File: src/rtl/uart_pkg.sv
// Shared UART-path definitions: transmit FSM states, ASCII constants and
// the double-dabble step used by bin2bcd.
package uart_pkg;

  typedef enum logic [2:0] {
    ST_IDLE,
    ST_CONV,
    ST_LOAD,
    ST_WAIT,
    ST_DONE
  } tx_state_e;

  localparam logic [7:0] ASCII_0     = 8'd48;
  localparam logic [7:0] ASCII_PLUS  = 8'd43;
  localparam logic [7:0] ASCII_MINUS = 8'd45;
  localparam logic [7:0] ASCII_LF    = 8'd10;

  // Shift register layout: [19:8] = three BCD digits, [7:0] = remaining binary.
  function automatic logic [19:0] dabble_step(input logic [19:0] sh);
    logic [19:0] t;
    t = sh;
    for (int unsigned i = 0; i < 3; i++) begin
      if (t[8+4*i +: 4] >= 4'd5) t[8+4*i +: 4] = t[8+4*i +: 4] + 4'd3;
    end
    return {t[18:0], 1'b0};
  endfunction

endpackage

File: src/rtl/bin2bcd.sv
// Sequential 8-bit binary to 3-digit BCD converter (double-dabble, 8 shifts).
// A start pulse latches the input; done pulses once when bcd is valid.
module bin2bcd
  import uart_pkg::*;
(
  input  logic        clk,
  input  logic        reset,
  input  logic        start,
  input  logic [7:0]  bin,
  output logic [11:0] bcd,
  output logic        done
);

  logic [19:0] sh_q;
  logic [2:0]  cnt_q;
  logic        busy_q;
  logic        done_q;

  // The first shift needs no add-3 (digits are zero), so it is folded into
  // the load; the remaining 7 shifts leave done high in the 8th busy cycle.
  always_ff @(posedge clk or posedge reset) begin
    if (reset) begin
      sh_q   <= '0;
      cnt_q  <= '0;
      busy_q <= 1'b0;
      done_q <= 1'b0;
    end else begin
      done_q <= 1'b0;
      if (start) begin
        sh_q   <= {11'd0, bin, 1'b0};
        cnt_q  <= 3'd7;
        busy_q <= 1'b1;
      end else if (busy_q) begin
        sh_q  <= dabble_step(sh_q);
        cnt_q <= cnt_q - 3'd1;
        if (cnt_q == 3'd1) begin
          busy_q <= 1'b0;
          done_q <= 1'b1;
        end
      end
    end
  end

  assign bcd  = sh_q[19:8];
  assign done = done_q;

endmodule

File: src/rtl/tx_interface.sv
// Streams the ALU result as ASCII decimal plus terminator through the UART
// transmitter, then pulses rd. Define TX_SIGN_EN for a signed 5-byte frame.
module tx_interface
  import uart_pkg::*;
#(
  parameter logic [7:0] TERM = ASCII_LF
) (
  input  logic       clk,
  input  logic       reset,
  input  logic       rx_empty,
  input  logic [7:0] result,
  input  logic       tx_done_tick,
  output logic       tx_start,
  output logic [7:0] din,
  output logic       rd
);

`ifdef TX_SIGN_EN
  localparam int unsigned NCHAR = 5;
`else
  localparam int unsigned NCHAR = 4;
`endif
  localparam logic [2:0] LAST_IDX = 3'(NCHAR - 1);

  tx_state_e   state_q;
  logic [2:0]  idx_q;
  logic        tx_start_q;
  logic        rd_q;
  logic [7:0]  din_q;

  logic        conv_start;
  logic        conv_done;
  logic [7:0]  conv_in;
  logic [11:0] bcd;
  logic [2:0]  sel_idx;
  logic [7:0]  sel_char;

  // The converter's shift register holds the latched value for the frame.
  assign conv_start = (state_q == ST_IDLE) && rx_empty;

`ifdef TX_SIGN_EN
  logic neg_q;
  assign conv_in = result[7] ? (8'd0 - result) : result;
`else
  assign conv_in = result;
`endif

  bin2bcd u_bin2bcd (
    .clk   (clk),
    .reset (reset),
    .start (conv_start),
    .bin   (conv_in),
    .bcd   (bcd),
    .done  (conv_done)
  );

  assign sel_idx = (state_q == ST_CONV) ? 3'd0 : idx_q + 3'd1;

  always_comb begin
    sel_char = TERM;
`ifdef TX_SIGN_EN
    case (sel_idx)
      3'd0:    sel_char = neg_q ? ASCII_MINUS : ASCII_PLUS;
      3'd1:    sel_char = ASCII_0 + {4'd0, bcd[11:8]};
      3'd2:    sel_char = ASCII_0 + {4'd0, bcd[7:4]};
      3'd3:    sel_char = ASCII_0 + {4'd0, bcd[3:0]};
      default: sel_char = TERM;
    endcase
`else
    case (sel_idx)
      3'd0:    sel_char = ASCII_0 + {4'd0, bcd[11:8]};
      3'd1:    sel_char = ASCII_0 + {4'd0, bcd[7:4]};
      3'd2:    sel_char = ASCII_0 + {4'd0, bcd[3:0]};
      default: sel_char = TERM;
    endcase
`endif
  end

  always_ff @(posedge clk or posedge reset) begin
    if (reset) begin
      state_q    <= ST_IDLE;
      idx_q      <= '0;
      tx_start_q <= 1'b0;
      rd_q       <= 1'b0;
      din_q      <= '0;
`ifdef TX_SIGN_EN
      neg_q      <= 1'b0;
`endif
    end else begin
      tx_start_q <= 1'b0;
      rd_q       <= 1'b0;
      case (state_q)
        ST_IDLE: begin
          if (rx_empty) begin
`ifdef TX_SIGN_EN
            neg_q <= result[7];
`endif
            state_q <= ST_CONV;
          end
        end
        ST_CONV: begin
          idx_q <= '0;
          if (conv_done) begin
            din_q      <= sel_char;
            tx_start_q <= 1'b1;
            state_q    <= ST_LOAD;
          end
        end
        ST_LOAD: state_q <= ST_WAIT;
        ST_WAIT: begin
          if (tx_done_tick) begin
            if (idx_q == LAST_IDX) begin
              rd_q    <= 1'b1;
              state_q <= ST_DONE;
            end else begin
              idx_q      <= idx_q + 3'd1;
              din_q      <= sel_char;
              tx_start_q <= 1'b1;
              state_q    <= ST_LOAD;
            end
          end
        end
        ST_DONE: state_q <= ST_IDLE;
        default: state_q <= ST_IDLE;
      endcase
    end
  end

  assign tx_start = tx_start_q;
  assign din      = din_q;
  assign rd       = rd_q;

endmodule

File: config.mk
export PLATFORM = sky130hd
export DESIGN_NAME = tx_interface
export DESIGN_NICKNAME = d
export VERILOG_FILES = /design/src/rtl/uart_pkg.sv /design/src/rtl/bin2bcd.sv /design/src/rtl/tx_interface.sv
export SDC_FILE = /design/constraint.sdc
export NUM_CORES = 1
export LEC_CHECK = 0
export BUFFER_PORTS_ARGS = -buffer_cell sky130_fd_sc_hd__clkbuf_2
export CAP_MARGIN = 20
export CELL_PAD_IN_SITES_DETAIL_PLACEMENT = 1
export CELL_PAD_IN_SITES_GLOBAL_PLACEMENT = 1
export CORE_MARGIN = 2
export CORE_UTILIZATION = 38
export DETAILED_ROUTE_END_ITERATION = 10
export PLACE_DENSITY_LB_ADDON = 0.1
export SETUP_SLACK_MARGIN = 0.1
export SYNTH_ARGS = -nofsm -noshare
export SYNTH_HDL_FRONTEND = slang
export SYNTH_HIERARCHICAL = 1
export SYNTH_SLANG_ARGS = --single-unit
File: constraint.sdc
create_clock -name clk -period 1.85 [get_ports clk]
set_input_delay 0.0925 -clock clk [delete_from_list [all_inputs] [get_ports clk]]
set_output_delay 0.0925 -clock clk [all_outputs]
set_load 0.01 [all_outputs]
==> results of run 1 <==
-- sequential cells by signal, indices dropped and copies added, names as in the netlist --
register and flops:
u_bin2bcd/sh_q 19, idx_q 3, state_q 3, u_bin2bcd/busy_q 1, tx_start 1, u_bin2bcd/cnt_q 3
u_bin2bcd/done 1, din 5, rd 1
-- cell usage in the layout (no fill, tap or decap), drive strengths merged, types with 3 or more instances in the layout --
cell	Yosys	routed
dfrtp	37	37
nand3	10	10
nor2b	4	4
nand2	25	25
ha	10	10
a31oi	3	3
a22oi	3	3
clkbuf	1	26
o21ai	18	18
nor3	5	5
o32ai	3	3
nor2	8	8
inv	15	15
a21oi	8	8
a22o	4	4
mux2i	9	9
buf	23	10
a21o	4	4
nand2b	10	10
-- synthesized netlist by cell type, types with 2 or more instances --
cell type	count
dfrtp_1	37
nand2_1	24
buf_4	16
inv_1	15
o21ai_1	11
ha_1	10
nand2b_1	10
nand3_1	10
mux2i_1	9
nor2_1	8
a21oi_1	7
o21ai_0	6
a21o_1	4
a22o_1	4
buf_2	4
nor2b_1	4
nor3_1	4
a22oi_1	3
a31oi_1	3
buf_6	3
o32ai_1	3
nand3b_1	2
nor3b_1	2
xor2_1	2
-- where the power goes --
group,switching [mW],total (mW),leakage [nW],internal [mW]
Combinational,1.03,1.88,0.588,0.847
Clock,0.277,0.573,0.0443,0.296
Sequential,0.336,1.45,0.472,1.12
Total,1.64,3.90,1.10,2.26
-- routing by layer --
metal | track usage, % | vias up
met5 | 0 | -
met4 | 6.03 | 0
met3 | 3.86 | 8
met2 | 31.4 | 25
met1 | 19.4 | 817
li1 | - | 789
-- cells by family (layout without fill, tap and decap cells) --
logic type / Yosys count / count (layout)
multiplexers: 10 / 10
flip-flops: 37 / 37
adder cells (fa/ha/maj): 10 / 10
other: 1 / 2
AND/OR/NAND/NOR: 75 / 75
AO/OA/AOI/OAI: 51 / 51
buffers and inverters: 39 / 52
XOR/XNOR: 3 / 3
-- through the flow --
step                      hold slack, ns  util [%]  total power, mW  cells
after floorplan                  -0.0305         -             2.94    227
after global placement             0.132      41.1             3.19    304
after detailed placement           0.154      41.1             3.32    304
after CTS                         0.0130      42.9             3.92    312
after global routing              0.0305      43.2             4.26    312
final                             0.0182      43.2             3.90    312
-- layout make-up --
type                    instances  area [um2]
clock buffers                   7        86.3
fillers                       648        3110
inverters                      15        56.3
multi-input cells             151        1020
flip-flops and latches         37         927
well taps                      72        90.1
repair buffers                 30         180
-- critical path, stage by stage, from the launching register on --
cell	delay (ns)
dfrtp_2	0.45
ha_2	0.19
ha_1	0.21
and3b_1	0.26
o21ai_4	0.09
a21oi_4	0.18
a41oi_1	0.14
-- worst paths after layout --
path / start / to / cells after the start
max in group asynchronous: reset / idx_q[0]$_DFFE_PP0P_ / 3
worst max-delay path: idx_q[0]$_DFFE_PP0P_ / din[1]$_DFFE_PP0P_ / 6
worst min-delay path: result[3] / u_bin2bcd/sh_q[4]$_DFFE_PP0P_ / 3
min in group asynchronous: reset / idx_q[2]$_DFFE_PP0P_ / 3
worst max register to register: idx_q[0]$_DFFE_PP0P_ / din[1]$_DFFE_PP0P_ / 6
worst min register to register: din[4]$_DFFE_PP0P_ / din[4]$_DFFE_PP0P_ / 1
-- repair_timing --
action                                  CTS  global route
buffers inserted                          0             0
resized for setup                         1             3
endpoints found under the setup margin    1             4
hold buffers                              1             0
hold endpoints to repair                 37             0
==> impl_metrics.env, run 1 <==
export IMPL_status="complete, no violations"
export IMPL_synth_compound_area_share_pct=15.9
export IMPL_vias=1639
export IMPL_antennaDiodeCount=0
export IMPL_fin_area_um2=2360
export IMPL_required_ns=2.00
export IMPL_synth_seq_cells=37
export IMPL_synth_fa_ha_area_share_pct=5.81
export IMPL_clock_root_buffer="clkbuf_8"
export IMPL_die_w_um=79.3
export IMPL_yosys_area_top_type_share_pct=43.0
export IMPL_fin_skew_ns=0.00485
export IMPL_grt_max_degree=28
export IMPL_drv_slew=0
export IMPL_wl_met1_um=2040
export IMPL_ant_nets=0
export IMPL_dr_max_layer_used="met4"
export IMPL_wl_met2_um=2460
export IMPL_gp_congestion=0.766
export IMPL_io_pins=22
export IMPL_grt_total_usage_pct=17.1
export IMPL_drtIter0Drc=86
export IMPL_criticalPathCategory="flop to flop"
export IMPL_die_y_um=79.3
export IMPL_period_needed_ns=1.66
export IMPL_p_leak_nw=1.10
export IMPL_syn_avg_cell_area_um2=9.52
export IMPL_synth_area_mux_share_pct=4.71
export IMPL_rows=27
export IMPL_cts_buffers=5
export IMPL_netlist_instances=226
export IMPL_crit_fanout=8
export IMPL_netlist_area_um2=2150
export IMPL_hpwl_um=3590
export IMPL_antenna_found_initial=0
export IMPL_dpl_cell_area_um2=2250
export IMPL_cap_violations=0
export IMPL_synth_edf_count=0
export IMPL_grt_pass1_wl_um=8460
export IMPL_totalWireLength_um=4720
export IMPL_hold_viol_final=0
export IMPL_cts_tree="done"
export IMPL_wl_per_cell_um=15.1
export IMPL_slew_limit_headroom_pct=66.5
export IMPL_worst_hold_path_type="input pin to flop"
export IMPL_fin_crit_sh_pct=90.0
export IMPL_drc_errors=0
export IMPL_grt_overflow=0
export IMPL_clkTransAtPathRegs_ns=0.07
export IMPL_startpoint_type="flop"
export IMPL_worstMarginPinSlew_ns=0.501
export IMPL_clock_latency_ns=0.29
export IMPL_setup_viol=0
export IMPL_met3_length_um=143
export IMPL_synth_ff_type="dfrtp_1"
export IMPL_powerDensity_nw_per_um2=1650
export IMPL_yosysSeqAreaShare_pct=43.0
export IMPL_portBuffers=19
export IMPL_grt_pass1_vias=1777
export IMPL_synth_cell_types=49
export IMPL_syn_to_final_growth_pct=9.83
export IMPL_ys_async_sr_fraction_pct=100
export IMPL_nets=262
export IMPL_ir_drop_v=0.000552
export IMPL_coreArea_um2=5470
export IMPL_clock_sinks=37
export IMPL_first_pass_iters=4
export IMPL_r2r_setup_slack_ns=0.19
export IMPL_dp_slack_ns=0.0917
export IMPL_start_util_pct=39.3
export IMPL_synth_largest_area_cell="dfrtp_1"
export IMPL_yosysWarnings=6
export IMPL_cp_arrival_ns=1.81
export IMPL_endpoint_kind="flop"
export IMPL_synth_xor_area_share_pct=1.22
export IMPL_max_clock_path_buffers=2
export IMPL_yosys_area_share_simple_pct=18.3
export IMPL_viasPerCell=5.25
export IMPL_ys_top_cells_by_area="dfrtp_1, ha_1, buf_4"
export IMPL_die_area_um2=6280
export IMPL_synth_top_family_by_area="simple AND/OR/NAND/NOR gates"
export IMPL_drive_above_1_share_pct=18.8
export IMPL_htree_levels=2
export IMPL_setup_tns_ns=0
export IMPL_finalWorstSetupSlack_ns=0.185
export IMPL_rsz0062_at_grt="yes"
export IMPL_fmax_mhz=601
Power figures use the tool's default switching activity.
==> run 2: changes to the inputs <==
==> constraint.sdc (replaced) <==
create_clock -name clk -period 2 [get_ports clk]
set_input_delay 0.1 -clock clk [delete_from_list [all_inputs] [get_ports clk]]
set_output_delay 0.1 -clock clk [all_outputs]
set_load 0.01 [all_outputs]
==> impl_metrics.env, run 2 (synthesis gave the netlist of run 1 again) <==
export IMPL_status="complete, no violations"
export IMPL_startpoint="idx_q[0]$_DFFE_PP0P_"
export IMPL_max_stage_delay_ns=0.45
export IMPL_whs_ns=0.0224
export IMPL_io_pins=22
export IMPL_rows=27
export IMPL_dr_max_layer_used="met4"
export IMPL_coreArea_um2=5470
export IMPL_cts_tree="done"
export IMPL_wl_met1_um=2020
export IMPL_fmax_mhz=566
export IMPL_path_cells="ha_1 > and2_1 > a22oi_1 > o211ai_1 > a22o_1"
export IMPL_ant_nets=0
export IMPL_r2r_setup_slack_ns=0.23
export IMPL_grt_total_usage_pct=16.9
export IMPL_fin_skew_ns=0.00379
export IMPL_drv_slew=0
export IMPL_crit_path_top_delay_cell="dfrtp_1"
export IMPL_post_cts_buffers=0
export IMPL_nets=259
export IMPL_hold_depth=3
export IMPL_wl_met2_um=2470
export IMPL_internal_power_mw=2.01
export IMPL_hpwl_um=3590
export IMPL_powerDensity_nw_per_um2=1510
export IMPL_grt_max_degree=28
export IMPL_antennaDiodeCount=0
export IMPL_clock_root_buffer="clkbuf_8"
export IMPL_instances_no_fill=310
export IMPL_power_frac_comb_pct=46.8
export IMPL_timing_rr_start="idx_q[0]$_DFFE_PP0P_"
export IMPL_cp_arrival_ns=1.94
export IMPL_gp_congestion=0.770
export IMPL_reg2reg_depth=5
export IMPL_p_switching_mw=1.50
export IMPL_critPathBufInv=0
export IMPL_crit_family="compound AO/OA/AOI/OAI gates"
export IMPL_antenna_found_initial=0
export IMPL_cp_depth=5
export IMPL_reg2reg_to="din[0]$_DFFE_PP0P_"
export IMPL_viasPerCell=5.27
export IMPL_period_needed_ns=1.77
export IMPL_fin_crit_sh_pct=88.3
export IMPL_cts_buffers=5
export IMPL_setup_viol=0
export IMPL_clock_sinks=37
export IMPL_dp_cells=301
export IMPL_required_ns=2.18
export IMPL_die_y_um=79.3
export IMPL_cp_endpoint="din[0]$_DFFE_PP0P_"
export IMPL_totalWireLength_um=4730
export IMPL_finalWorstSetupSlack_ns=0.234
export IMPL_largest_reg_flops=19
export IMPL_clkTransAtPathRegs_ns=0.07
export IMPL_first_pass_iters=4
export IMPL_slew_limit_headroom_pct=66.1
export IMPL_netSwitchingFraction_pct=42.7
export IMPL_vias=1633
export IMPL_die_area_um2=6280
export IMPL_htree_levels=2
export IMPL_regMostFlops="u_bin2bcd/sh_q"
export IMPL_setup_tns_ns=0
export IMPL_die_w_um=79.3
export IMPL_wl_per_cell_um=15.3
export IMPL_max_clock_path_buffers=2
export IMPL_start_util_pct=39.3
export IMPL_portBuffers=19
export IMPL_worstMarginPinSlew_ns=0.508
export IMPL_grt_overflow=0
export IMPL_drtIter0Drc=59
export IMPL_layout_common_cells="dfrtp_1, nand2_1, clkbuf_2, inv_1, o21ai_1"
export IMPL_hold_viol_final=0
export IMPL_layout_commonest_cell="dfrtp_1"
export IMPL_clock_latency_ns=0.29
export IMPL_drive_above_1_share_pct=16.4
export IMPL_rsz0062_at_grt="no"
export IMPL_grt_pass1_wl_um=8170
export IMPL_p_leak_nw=1.09
export IMPL_criticalPathCategory="flop to flop"
export IMPL_crit_fanout=8
export IMPL_clkPwrFrac_pct=14.6
export IMPL_dpl_cell_area_um2=2220
export IMPL_worst_hold_path_type="input pin to flop"
export IMPL_cap_violations=0
export IMPL_dp_slack_ns=0.122
export IMPL_ir_drop_v=0.000452
export IMPL_startpoint_type="flop"
export IMPL_nFillCells=653
export IMPL_fin_area_um2=2320
export IMPL_grt_pass1_vias=1702
export IMPL_syn_to_final_growth_pct=7.62
export IMPL_endpoint_kind="flop"
export IMPL_seq_power_share_pct=38.6
export IMPL_met3_length_um=164
export IMPL_drc_errors=0
-- run 2: cell count changes in the layout (fill, tap and decap cells not counted), sizes merged --
cell / delta
buf: -3
clkbuf: +1
-- run 2: worst min path at each step --
stage / start / endpoint
final: result[3] / u_bin2bcd/sh_q[4]$_DFFE_PP0P_
after global routing: result[7] / u_bin2bcd/sh_q[8]$_DFFE_PP0P_
after CTS: result[3] / u_bin2bcd/sh_q[4]$_DFFE_PP0P_
after detailed placement: reset / rd$_DFF_PP0_
after global placement: reset / idx_q[2]$_DFFE_PP0P_
after floorplan: reset / din[0]$_DFFE_PP0P_
-- run 2: power by group through the flow --
| stage | clock network, mW | registers [mW] | logic [mW] |
|---|---|---|---|
| detailed placement | 0 | 1.38 | 1.65 |
| finish | 0.511 | 1.35 | 1.64 |
| CTS | 0.534 | 1.37 | 1.66 |
| global placement | 0 | 1.35 | 1.54 |
| global route | 0.570 | 1.41 | 1.86 |
| floorplan | 0 | 1.26 | 1.45 |
-- run 2: final cells by class --
type | count | area, um2 | area share [%]
clock buffers | 8 | 80.1 | 3.46
inverters | 15 | 56.3 | 2.43
multi-input cells | 151 | 1010 | 43.4
flip-flops and latches | 37 | 926 | 40.0
well taps | 72 | 90.1 | 3.89
repair buffers | 27 | 158 | 6.81
-- run 2: worst min-delay path: cells and delay by family --
| kind | cells | cell delay, ns |
|---|---|---|
| buffers and inverters | 1 | 0.07 |
| AOI/OAI and AO/OA | 1 | 0.06 |
| and+or+nand+nor | 1 | 0.04 |
-- run 2: per-stage QoR --
step / power (mW) / utilization [%]
floorplan: 2.71 / -
global placement: 2.89 / 40.6
detailed placement: 3.03 / 40.6
CTS: 3.56 / 42.2
global route: 3.84 / 42.3
finish: 3.51 / 42.3
-- run 2: per-layer routing --
layer  GRT usage (%)  up-vias
li1                -      781
met1            19.1      814
met2            30.2       29
met3            4.89        9
met4            6.21        0
met5               0        -
-- run 2: timing repair --
| action | CTS | global route |
|---|---|---|
| resized for setup | 0 | 1 |
| hold buffers | 1 | 0 |
| endpoints found under the hold margin | 37 | 0 |
| endpoints found under the setup margin | 0 | 5 |
